[src/rtl/mem_port_arbiter.sv]
// Shared memory-bus arbiter for the F-stage fetch port and the M-stage data port.
// Optional ARB_RR_EN selects round-robin instead of fixed data-first arbitration.
module mem_port_arbiter #(
    parameter int unsigned AW      = 32,
    parameter int unsigned DW      = 32,
    parameter int unsigned TIMEOUT = 255
) (
    input  logic          clk,
    input  logic          rst,
    input  logic          inst_req,
    input  logic [AW-1:0] inst_addr,
    output logic [DW-1:0] inst_rdata,
    output logic          inst_ack,
    input  logic          data_req,
    input  logic          data_wr,
    input  logic [AW-1:0] data_addr,
    input  logic [DW-1:0] data_wdata,
    output logic [DW-1:0] data_rdata,
    output logic          data_ack,
    output logic          bus_req,
    output logic          bus_wr,
    output logic [AW-1:0] bus_addr,
    output logic [DW-1:0] bus_wdata,
    input  logic [DW-1:0] bus_rdata,
    input  logic          bus_ack,
    output logic          bus_err
);

    typedef enum logic [1:0] {StIdle, StBusy, StResp} stateT;

    localparam logic [15:0] CntLast = 16'(TIMEOUT - 1);

    stateT         stateQ, stateD;
    logic [15:0]   cntQ, cntD;
    logic          grantQ, grantD;
    logic          grantSel;
    logic          anyReq;
    logic          busReqD, busWrD, busErrD, instAckD, dataAckD;
    logic [AW-1:0] busAddrD;
    logic [DW-1:0] busWdataD, instRdataD, dataRdataD;

    assign anyReq = inst_req | data_req;

`ifdef ARB_RR_EN
    logic lastGrantQ;

    // On a conflict the port not granted last wins; history starts at inst.
    always_comb grantSel = (inst_req && data_req) ? ~lastGrantQ : data_req;

    always_ff @(posedge clk or posedge rst) begin
        if (rst) begin
            lastGrantQ <= 1'b0;
        end else if (stateQ == StIdle && anyReq) begin
            lastGrantQ <= grantSel;
        end
    end
`else
    always_comb grantSel = data_req;
`endif

    always_comb begin
        stateD     = stateQ;
        cntD       = cntQ;
        grantD     = grantQ;
        busReqD    = bus_req;
        busWrD     = bus_wr;
        busAddrD   = bus_addr;
        busWdataD  = bus_wdata;
        instRdataD = inst_rdata;
        dataRdataD = data_rdata;
        instAckD   = 1'b0;
        dataAckD   = 1'b0;
        busErrD    = 1'b0;
        case (stateQ)
            StIdle: begin
                if (anyReq) begin
                    stateD    = StBusy;
                    grantD    = grantSel;
                    busReqD   = 1'b1;
                    busWrD    = grantSel & data_wr;
                    busAddrD  = grantSel ? data_addr : inst_addr;
                    busWdataD = grantSel ? data_wdata : '0;
                    cntD      = '0;
                end
            end
            StBusy: begin
                // A bus_ack in the final window cycle takes precedence over the abort.
                if (bus_ack || cntQ == CntLast) begin
                    stateD   = StResp;
                    busReqD  = 1'b0;
                    instAckD = ~grantQ;
                    dataAckD = grantQ;
                    busErrD  = ~bus_ack;
                    if (!grantQ) begin
                        instRdataD = bus_ack ? bus_rdata : '0;
                    end else if (!bus_wr) begin
                        dataRdataD = bus_ack ? bus_rdata : '0;
                    end
                end else begin
                    cntD = cntQ + 16'd1;
                end
            end
            StResp:  stateD = StIdle;
            default: stateD = StIdle;
        endcase
    end

    always_ff @(posedge clk or posedge rst) begin
        if (rst) begin
            stateQ     <= StIdle;
            cntQ       <= '0;
            grantQ     <= 1'b0;
            bus_req    <= 1'b0;
            bus_wr     <= 1'b0;
            bus_addr   <= '0;
            bus_wdata  <= '0;
            bus_err    <= 1'b0;
            inst_rdata <= '0;
            data_rdata <= '0;
            inst_ack   <= 1'b0;
            data_ack   <= 1'b0;
        end else begin
            stateQ     <= stateD;
            cntQ       <= cntD;
            grantQ     <= grantD;
            bus_req    <= busReqD;
            bus_wr     <= busWrD;
            bus_addr   <= busAddrD;
            bus_wdata  <= busWdataD;
            bus_err    <= busErrD;
            inst_rdata <= instRdataD;
            data_rdata <= dataRdataD;
            inst_ack   <= instAckD;
            data_ack   <= dataAckD;
        end
    end

endmodule

[config.mk]
export PLATFORM = sky130hd
export DESIGN_NAME = mem_port_arbiter
export DESIGN_NICKNAME = d
export VERILOG_FILES = /design/src/rtl/mem_port_arbiter.sv
export SDC_FILE = /design/constraint.sdc
export NUM_CORES = 1
export LEC_CHECK = 0
export BUFFER_PORTS_ARGS = -buffer_cell sky130_fd_sc_hd__buf_2
export CAP_MARGIN = 20
export CORE_MARGIN = 2
export CORE_UTILIZATION = 43
export CTS_CLUSTER_SIZE = 28
export DETAILED_ROUTE_END_ITERATION = 16
export PLACE_DENSITY = 0.76
export RECOVER_POWER = 25
export SETUP_SLACK_MARGIN = 0.05
export SLEW_MARGIN = 40
export SYNTH_ARGS = -nofsm -noshare
export SYNTH_HDL_FRONTEND = slang
export SYNTH_SLANG_ARGS = --single-unit
[constraint.sdc]
create_clock -name clk -period 4.1 [get_ports clk]
set_input_delay 0.205 -clock clk [delete_from_list [all_inputs] [get_ports clk]]
set_output_delay 0.205 -clock clk [all_outputs]
set_load 0.005 [all_outputs]
* Yosys cells after proc, flatten, opt, wreduce, memory -nomap -nowiden
Cells that the tools add are included.
Cells by class: muxes and demuxes 18, equal/unequal tests 5, reductions and logical operators 9, bitwise operators 5, add/subtract/negate cells 1
Operators by type and width (number):
- 2-to-1 mux 32 bit | 3
- 2-to-1 mux 16 bit | 2
- one-hot mux 16 bit (2 select lines) | 1
- adder 16 x 1 -> 16 bit (second input constant) | 1
- == test 16 x 8 -> 1 bit (second input constant) | 1
- AND reduction 3 bit | 3
- 2-to-1 mux 1 bit | 8
- != test 2 bit (second input constant) | 3
- 2-to-1 mux 2 bit | 2
- one-hot mux 2 bit (2 select lines) | 1
- AND reduction 2 bit | 2
- AND reduction 4 bit | 1
- inverter 1 bit | 3
- == test 2 x 1 -> 1 bit (second input constant) | 1
- logical NOT 2 bit | 1
- one-hot mux 1 bit (2 select lines) | 1
- nonzero test 2 bit | 1
- AND 1 bit | 1
- logical OR 1 bit | 1
- bitwise OR 1 bit | 1
Storage, ports and cells: output and inout port bits 133, word-level logic and storage cells 50, register bits after elaboration 152, input port bits 134

* Longest topological paths before layout
Gate-level depths: netlist of the first run.
depth after elaboration 4, mapped depth 8

* Worst setup path after synthesis of the first run
OpenSTA, ideal clock, no wires.
path type flip-flop to flip-flop, start register cntQ[0], end register cntQ[6], slack 1821 ps, setup time 126 ps, arrival time 2153 ps, stages on the path, launching flop included 8, cells stage by stage dfrtp_1 -> inv_1 -> ha_1 -> or4b_1 -> or4_4 -> buf_6 -> and4_4 -> a221o_1
Between the ends: cells in the longest elaborated chain, start to end 4, elaborated cells on any way between the ends 7
RTL lines:
- start, declared | RTL line 34 | logic [15:0] cntQ, cntD;
- start signal, assigned | RTL line 124 | cntQ <= cntD;
- branches (longest 4 deep; another with adder 16 x 1 -> 16 bit)
Parallel ways; which one is timed is not known. The select of a mux whose other input is x is not followed. A chain may end at the register's enable or synchronous reset.

* Worst setup path after layout of the first run
start register cntQ[0], end register cntQ[8]
The elaborated chain is that of the path after synthesis.

==> results.ini, run 1 <==
[cts]
cts_max_level = 4
postCtsSetupBuffers = 0
numCtsBuffers = 17
clockBufferDepth = 2
clkSlewWorstSetupHoldPaths_ns = 0.06
ctsHoldBuffers = 16
cts_resized = 0
cts_tree = built
worstSkewPairLatency_ns = 0.41
clock-sinks = 152
ctsRootBufferMaster = clkbuf_16

[synth]
ys_types = 48
ys_seq_elements = 152
synth_common_cells = dfrtp_1, a32o_1, nand2_1
async_flop_share = 1.00
synthFlopType = dfrtp_1
yosys.area.top_type = dfrtp_1
syn_inst = 500
ys_seq_area_frac = 0.612
synth.area.top_cells = dfrtp_1, a32o_1, mux2i_1
syn-num-nets = 636
synth_top_area_frac = 0.612
yosysWarnings = 0
synth_edf_count = 0
avgSynthCellArea_um2 = 12.4
syn_area_mm2 = 0.00622
yosysMostFrequentCell = dfrtp_1

[global_route]
antenna_found_initial = 0
grt.overflow.total = 0
first_global_vias = 5389
grt_pass1_wl_um = 27300
grt_use_total = 0.218
grt_max_degree = 153

[final_layout]
ff_latch_area_mm2 = 0.00380
nNetsFinal = 904
drive_above_1_share = 0.383
synthToLayoutAreaGrowth_pct = 36.2
multi_input_area_mm2 = 0.00222
n_antenna_cell = 0
fillCellCount = 1166

[die]
die_area_mm2 = 0.0154
rows = 43
core_mm2 = 0.0140
initial_core_util = 0.444
chipHeight_um = 124
pin_count = 267
die_w_um = 124

[detailed_routing]
post_drt_via_cell_ratio = 5.65
drcViolationCount = 0
antenna_left = 0
drtIter0Drc = 434
dr.pass1.iters = 5
num_vias = 5426
routedWlPerCell_um = 17.6
wirelength_um = 16900

[hold_path]
min_path_type = input pin to flip-flop

[worst_setup_path]
path_class = flip-flop to flip-flop
crit_required_ns = 4.42
worstPathArrival_ns = 2.81
crit_fanout = 11
worst_setup_path_end_kind = flip-flop
cp-start-kind = flip-flop

[place]
portBuffers = 266
post-place-ws_ns = 1.62
dp_hpwl_um = 11500
gp_congestion = 0.877

[sta]
finalSetupViolations = 0
hold_violations = 0
skew_ns = 0.00679
finalSetupTns_ns = 0
setup_slack_ns = 1.60
relSlewSlack = -0.155
min_period_ns = 2.50
min_period_over_period = 0.609
fmax_ghz = 0.400
worst_pin_slew_ns = 1.73
rsz0062_at_grt = no
slew_viol_final = 72
whs_ns = 0.0233

[flow_run]
cap_violations = 1

[run_status]
violations = capacitance limit, slew limit
outcome = finished, violations left

[pwr]
p_leak_nw = 4.22
ir_worst_vdd_mv = 0.420
powerDensity_mw_per_mm2 = 730

==> through the flow <==
stage	instances	util	total power [mW]	area, µm²
floorplan	500	-	3.59	6220
global placement	911	0.550	4.50	7690
detailed placement	911	0.550	4.61	7700
CTS	959	0.606	6.25	8470
global route	961	0.605	6.56	8470
finish	961	0.605	6.18	8470
==> worst max-delay path: stages (launching register included) <==
cell      delay [ns]
dfrtp_1         0.41
inv_1           0.11
ha_1            0.15
or4b_1          0.46
or4_4           0.66
a21boi_4        0.27
inv_2           0.13
o221ai_1        0.21
==> placed cells by master, fill, tap and decap left out, drive strengths merged, types with 2 or more instances in the layout <==
cell type	Yosys	routed
clkbuf	32	41
nor3	2	2
and3	4	4
buf	12	255
nor2b	3	3
a21o	2	2
mux2i	32	32
a221o	4	4
and4	2	2
dlygate4sd3	0	17
a22o	33	33
and2	4	4
nand4	8	8
clkinv	1	4
a31oi	5	5
bufinv	0	3
ha	2	2
inv	8	11
dfrtp	152	152
o211ai	7	7
clkinvlp	0	3
o221ai	2	2
o21ai	39	39
o31ai	2	2
nand2	42	42
or4	3	3
a32o	64	64
nor2	10	10
nor4	3	3
nand3	10	10
==> report_power, final <==
group	internal, mW	total, mW	switching (mW)
Sequential	2.14	2.51	0.368
Clock	0.985	1.60	0.617
Combinational	0.979	2.07	1.09
==> registers in the layout, summed over array words and instances, names as in the netlist <==
name        count
inst_ack        1
data_ack        1
stateQ          2
bus_err         1
bus_req         1
grantQ          1
data_rdata     32
bus_wdata      32
inst_rdata     32
bus_addr       32
bus_wr          1
cntQ           16
==> kinds of logic (layout without fill, tap and decap cells) <==
family | count (synthesis) | in the layout | synth area share
compound gates | 165 | 165 | 0.221
flops | 152 | 152 | 0.612
simple gates | 96 | 96 | 0.0779
buf+inv | 53 | 334 | 0.0342
mux | 32 | 32 | 0.0515
fa+ha+maj | 2 | 2 | 0.00402
==> per-layer routing <==
metal	vias to the layer above	part of all wire	GRT usage
li1	2469	-	-
met1	2668	0.40	0.272
met2	263	0.51	0.373
met3	26	0.068	0.0529
met4	0	0.019	0.0734
met5	-	0	0
==> final timing paths <==
kind	cells past startpoint	to	slack (ns)	from
max	7	cntQ[8]	1.60	cntQ[0]
min in group asynchronous	4	bus_addr[3]	0.99	rst
min	2	bus_wdata[11]	0.02	data_wdata[11]
min reg2reg	2	bus_addr[15]	0.48	bus_addr[15]
max in group asynchronous	5	data_rdata[20]	2.00	rst
max reg2reg	7	cntQ[8]	1.60	cntQ[0]
==> layout make-up <==
| cell class | instances | area share |
|---|---|---|
| Multi-Input combinational cell | 295 | 0.262 |
| Clock inverter | 12 | 0.0195 |
| Sequential cell | 152 | 0.449 |
| Tap cell | 180 | 0.0266 |
| Inverter | 9 | 0.00443 |
| Timing Repair Buffer | 293 | 0.186 |
| Clock buffer | 20 | 0.0527 |
No activity file was read; power rests on OpenSTA's default activity.
==> run 2: changes to the inputs <==
Settings changed: ABC_AREA set to 1, CORE_UTILIZATION 43 to 45, PLACE_DENSITY 0.76 to 0.77.
Clock period 4.1 ns to 2 ns, I/O delays scaled along.
==> run 2 against run 1 <==
  * The flow now finishes without violations
  * Critical endpoint is now inst_rdata[22]
  * Cell count grew 50%
  * First-iteration DRC count rose by 34%
  * Clock-buffer cell count did not move
  * Synthesized cell count is 75% higher
==> results.ini, run 2 <==
[cts]
worstSkewPairLatency_ns = 0.42
clkSlewWorstSetupHoldPaths_ns = 0.06
cts_tree = built
clockBufferDepth = 2
postCtsSetupBuffers = 0
cts_max_level = 4
ctsRootBufferMaster = clkbuf_16
clock-sinks = 152
numCtsBuffers = 17

[place]
dp.cells = 1309
post_dp_cell_area_mm2 = 0.00856
dp_hpwl_um = 13400
portBuffers = 266
gp_congestion = 0.844

[synth]
synth_edf_count = 0
syn_inst = 873
ys_seq_area_frac = 0.539
ys_types = 30
yosys.area.top_type = dfrtp_1
synth_top_area_frac = 0.539
yosysWarnings = 0
ys_seq_elements = 152
synth.area.top_cells = dfrtp_1, nand2_1, nand4_1
avgSynthCellArea_um2 = 8.09
yosysMostFrequentCell = nand2_1
synthFlopType = dfrtp_1
async_flop_share = 1.00
synth_common_cells = nand2_1, dfrtp_1, inv_1
syn-num-nets = 1009
syn_area_mm2 = 0.00706

[global_route]
antenna_found_initial = 2
first_global_vias = 6971
grt_pass1_wl_um = 34100
grt.overflow.total = 0
grt_max_degree = 84
grt_use_total = 0.259

[final_layout]
fillCellCount = 1194
stdcell_area_mm2 = 0.0101
layout_commonest_cell = nand2_1
nNetsFinal = 1350
stdcell_count = 1439
synthToLayoutAreaGrowth_pct = 42.6
layout_common_cells = nand2_1, buf_2, dfrtp_1, dlygate4sd3_1, inv_1
drive_above_1_share = 0.268
fin_util = 0.660

[die]
core_mm2 = 0.0153
rows = 45
pin_count = 267
die_area_mm2 = 0.0167
die_w_um = 129
chipHeight_um = 129
initial_core_util = 0.463

[pwr]
combPwrFrac = 0.367
internal_power_mw = 8.16
powerDensity_mw_per_mm2 = 1300
p_leak_nw = 5.72
p_seq_frac = 0.397
sw_frac_of_total = 0.378
p_switching_mw = 4.96
ir_worst_vdd_mv = 0.810
clockPowerShare = 0.236

[worst_setup_path]
path_class = flip-flop to flip-flop
crit_fanout = 17
crit_required_ns = 2.30
cp-start-kind = flip-flop
worst_setup_path_end_kind = flip-flop
worstPathArrival_ns = 2.20
r2r_setup_slack_ns = 0.1

[run_status]
outcome = completed

[sta]
slew_viol_final = 0
fmax_ghz = 0.526
rsz0062_at_grt = yes
min_period_ns = 1.90
hold_violations = 0
worst_pin_slew_ns = 1.16
relSlewSlack = 0.224
min_period_over_period = 0.950
skew_ns = 0.0115
finalSetupViolations = 0

[detailed_routing]
drcViolationCount = 0
dr.pass1.iters = 7
post_drt_via_cell_ratio = 5.10
drtIter0Drc = 580
routedWlPerCell_um = 15.2
wirelength_um = 21900
num_vias = 7344
antenna_left = 0

[flow_run]
cap_violations = 0

[hold_path]
min_path_type = input pin to flip-flop

## run 2: cell count changes after synthesis, sizes merged, moves of 8 or more
cell    previous run  this run
clkbuf            32        24
nand2             42       344
inv                8        84
a22o              33         0
buf               12        33
nand4              8        66
o21ai             39        76
mux2i             32         0
nand3             10        51
nor2              10        25
a32o              64         0
## run 2: logic make-up (layout without fill, tap and decap cells)
logic type                 count (synthesis)  in the layout  synth area share
and+or+nand+nor                          491            492             0.302
adders and majority gates                  2              2           0.00354
buffers and inverters                    143            495            0.0916
DFF                                      152            152             0.539
other                                      0              2                 0
xor gates and xnor gates                   6              6           0.00744
AOI/OAI and AO/OA                         79             79            0.0572
## run 2: per-layer routing
layer,routed length (µm),vias to the layer above,track usage
met3,1840,58,0.0710
met5,0,-,0
met1,8830,3414,0.321
li1,-,3466,-
met4,741,0,0.120
met2,10500,406,0.422
## run 2: per-stage QoR
step	hold WS (ns)	setup slack [ns]	power [mW]	setup TNS (ns)
after floorplan	0.246	-0.0169	7.68	-2.58
after global placement	0.219	0.188	9.60	0
after detailed placement	0.209	0.153	9.73	0
after CTS	0.000232	0.121	13.0	0
after global routing	0.0147	-0.000184	14.0	-0.000184
final	0.00965	0.0997	13.1	0
## run 2: what timing repair did
| item | CTS | global route |
|---|---|---|
| hold buffers | 96 | 0 |
| endpoints found under the hold margin | 110 | 0 |
| resized for setup | 0 | 1 |
| endpoints found under the setup margin | 0 | 59 |
## run 2: final timing paths
check	start	end	cells after the start
max	cntQ[11]	inst_rdata[22]	8
min	inst_addr[3]	bus_addr[3]	3
max reg2reg	cntQ[11]	inst_rdata[22]	8
min reg2reg	bus_wdata[28]	bus_wdata[28]	2
max in group asynchronous	rst	bus_wdata[28]	4
min in group asynchronous	rst	data_rdata[7]	3
## run 2: area by class of cell
cell class | count | area (µm²) | area share
tap | 211 | 264 | 0.0262
antenna | 2 | 5.00 | 0.000497
timing repair buffer | 378 | 2470 | 0.245
clock inverter | 11 | 126 | 0.0125
multi-input combinational | 579 | 2640 | 0.262
inverter | 86 | 325 | 0.0323
sequential | 152 | 3800 | 0.378
clock buffer | 20 | 437 | 0.0434
## run 2: worst max-delay path: stages, from the launching register on
cell	delay [ns]
dfrtp_1	0.43
nor2_1	0.12
nand2_1	0.06
nor2_1	0.20
nand2_2	0.15
nand2_8	0.16
nand3_2	0.40
nand2_1	0.19
nand2_1	0.07
## run 2: power groups by stage
stage	Sequential, mW	Combinational [mW]	Clock (mW)
6_report	5.21	4.82	3.09
5_1_grt	5.33	5.41	3.26
4_1_cts	5.16	4.72	3.13
3_5_place_dp	5.16	4.57	0
3_3_place_gp	5.16	4.44	0
2_1_floorplan	5.21	2.46	0
==> run 3: changes to the inputs <==
Settings changed: CORE_UTILIZATION 45 to 49, PLACE_DENSITY 0.77 to 0.8, SLEW_MARGIN 40 to 20.
Clock period 2 ns to 2.16 ns, I/O delays scaled along.
==> run 3 against run 2 <==
  * Cell count fell by 2.9%
  * Flip-flop and latch count is the same
  * Non-clock buffer count is 9 lower
  * Critical path depth unchanged
  * Fmax hardly changed
  * Power down 7.5%
  * Sequential share of layout area up 0.62 points
  * Core utilization up 4.8 points
  * Clock-buffer cell count grew 1
  * Clock power shrank 5%
  * Critical path type unchanged
==> results.ini, run 3 (same netlist as run 2, synthesis figures left out) <==
[sta]
fmax_ghz = 0.526
finalSetupTns_ns = 0
min_period_ns = 1.90
rsz0062_at_grt = no
worst_pin_slew_ns = 1.36
relSlewSlack = 0.0931
min_period_over_period = 0.880
finalSetupViolations = 0
hold_violations = 0
skew_ns = 0.00807
slew_viol_final = 0
whs_ns = 0.00924

[final_layout]
n_antenna_cell = 0
drive_above_1_share = 0.268
ff_latch_area_mm2 = 0.00380
synthToLayoutAreaGrowth_pct = 40.3
layout_common_cells = nand2_1, buf_2, dfrtp_1, dlygate4sd3_1, inv_1
fillCellCount = 989
nNetsFinal = 1340
layout_commonest_cell = nand2_1
multi_input_area_mm2 = 0.00262
stdcell_count = 1397
stdcell_area_mm2 = 0.00991

[pwr]
combPwrFrac = 0.361
p_leak_nw = 5.68
sw_frac_of_total = 0.375
ir_worst_vdd_mv = 0.823
powerDensity_mw_per_mm2 = 1220
p_seq_frac = 0.396
internal_power_mw = 7.58
clockPowerShare = 0.243
p_switching_mw = 4.54

[global_route]
grt.overflow.total = 0
grt_max_degree = 106
first_global_vias = 6976
grt_pass1_wl_um = 33800
antenna_found_initial = 0
grt_use_total = 0.281

[worst_setup_path]
cp-start-kind = flip-flop
crit_buf_inv = 0
max_stage_delay_ns = 0.44
crit_required_ns = 2.46
worstPathArrival_ns = 2.20
crit_top_cell = nand2_1
path_cells = nor2_1 -> nand2_1 -> nor2_1 -> nand2_2 -> nand2_4 -> nand3_4 -> nand2_1 -> nand2_1
path_class = flip-flop to flip-flop
crit_family = simple AND/OR/NAND/NOR gates
worst_setup_path_end_kind = flip-flop
critPathSlowestCell = dfrtp_1
crit_fanout = 33

[cts]
cts_tree = built
clkSlewWorstSetupHoldPaths_ns = 0.06
cts_max_level = 4
cts_resized = 0
clock-sinks = 152
numCtsBuffers = 17
clockBufferDepth = 2
ctsRootBufferMaster = clkbuf_16
postCtsSetupBuffers = 0
worstSkewPairLatency_ns = 0.42
ctsHoldBuffers = 91

[detailed_routing]
routedWlPerCell_um = 15.3
post_drt_via_cell_ratio = 5.19
antenna_left = 0
dr.pass1.iters = 7
wirelength_um = 21400
num_vias = 7253
drcViolationCount = 0
drtIter0Drc = 799

[die]
initial_core_util = 0.505
die_area_mm2 = 0.0154
die_w_um = 124
rows = 43
core_mm2 = 0.0140
chipHeight_um = 124
pin_count = 267

[place]
gp_congestion = 0.883
dp.cells = 1274
post_dp_cell_area_mm2 = 0.00844
dp_hpwl_um = 13200
portBuffers = 266

[run_status]
outcome = completed

[flow_run]
cap_violations = 0

[hold_path]
min_path_type = input pin to flip-flop

run 3: area by class of cell:
type                            count  area share
Clock buffer                       21      0.0475
Clock inverter                     11      0.0122
Inverter                           86      0.0328
Multi-Input combinational cell    578       0.265
Sequential cell                   152       0.384
Tap cell                          180      0.0227
Timing Repair Buffer              369       0.236
run 3: metrics by stage:
| stage | worst slack [ns] | utilization | power, mW |
|---|---|---|---|
| final | 0.260 | 0.708 | 12.1 |
| after global routing | 0.129 | 0.708 | 13.0 |
| after CTS | 0.304 | 0.711 | 12.1 |
| after detailed placement | 0.321 | 0.603 | 8.93 |
| after global placement | 0.345 | 0.603 | 8.80 |
| after floorplan | 0.135 | - | 7.11 |
run 3: worst paths after layout:
| kind | startpoint | to | slack (ns) | cells past startpoint |
|---|---|---|---|---|
| worst max-delay path | cntQ[11] | inst_rdata[18] | 0.26 | 8 |
| worst min-delay path | bus_rdata[10] | inst_rdata[10] | 0.009 | 3 |
| worst max register to register | cntQ[11] | inst_rdata[18] | 0.26 | 8 |
| worst min register to register | bus_wdata[30] | bus_wdata[30] | 0.47 | 2 |
| max in group asynchronous | rst | bus_wdata[2] | 0.57 | 4 |
| min in group asynchronous | rst | inst_ack | 0.10 | 3 |
run 3: power by group through the flow:
stage               sequential (mW)  clock (mW)  combinational, mW
finish                         4.80        2.95               4.38
global route                   4.92        3.13               4.94
CTS                            4.77        2.98               4.31
detailed placement             4.76           0               4.17
global placement               4.76           0               4.03
floorplan                      4.83           0               2.28
run 3: worst reg2reg max path: cells and delay by family, from the launching register on:
kind	cells	cell delay [ns]
simple gates	8	1.35
flops	1	0.44
run 3: routing by layer:
metal | GRT usage | part of all wire | vias to the layer above | wire (µm)
li1 | - | - | 3448 | -
met1 | 0.343 | 0.38 | 3342 | 8160
met2 | 0.471 | 0.50 | 416 | 10800
met3 | 0.0929 | 0.094 | 47 | 2020
met4 | 0.0927 | 0.021 | 0 | 444
met5 | 0 | 0 | - | 0
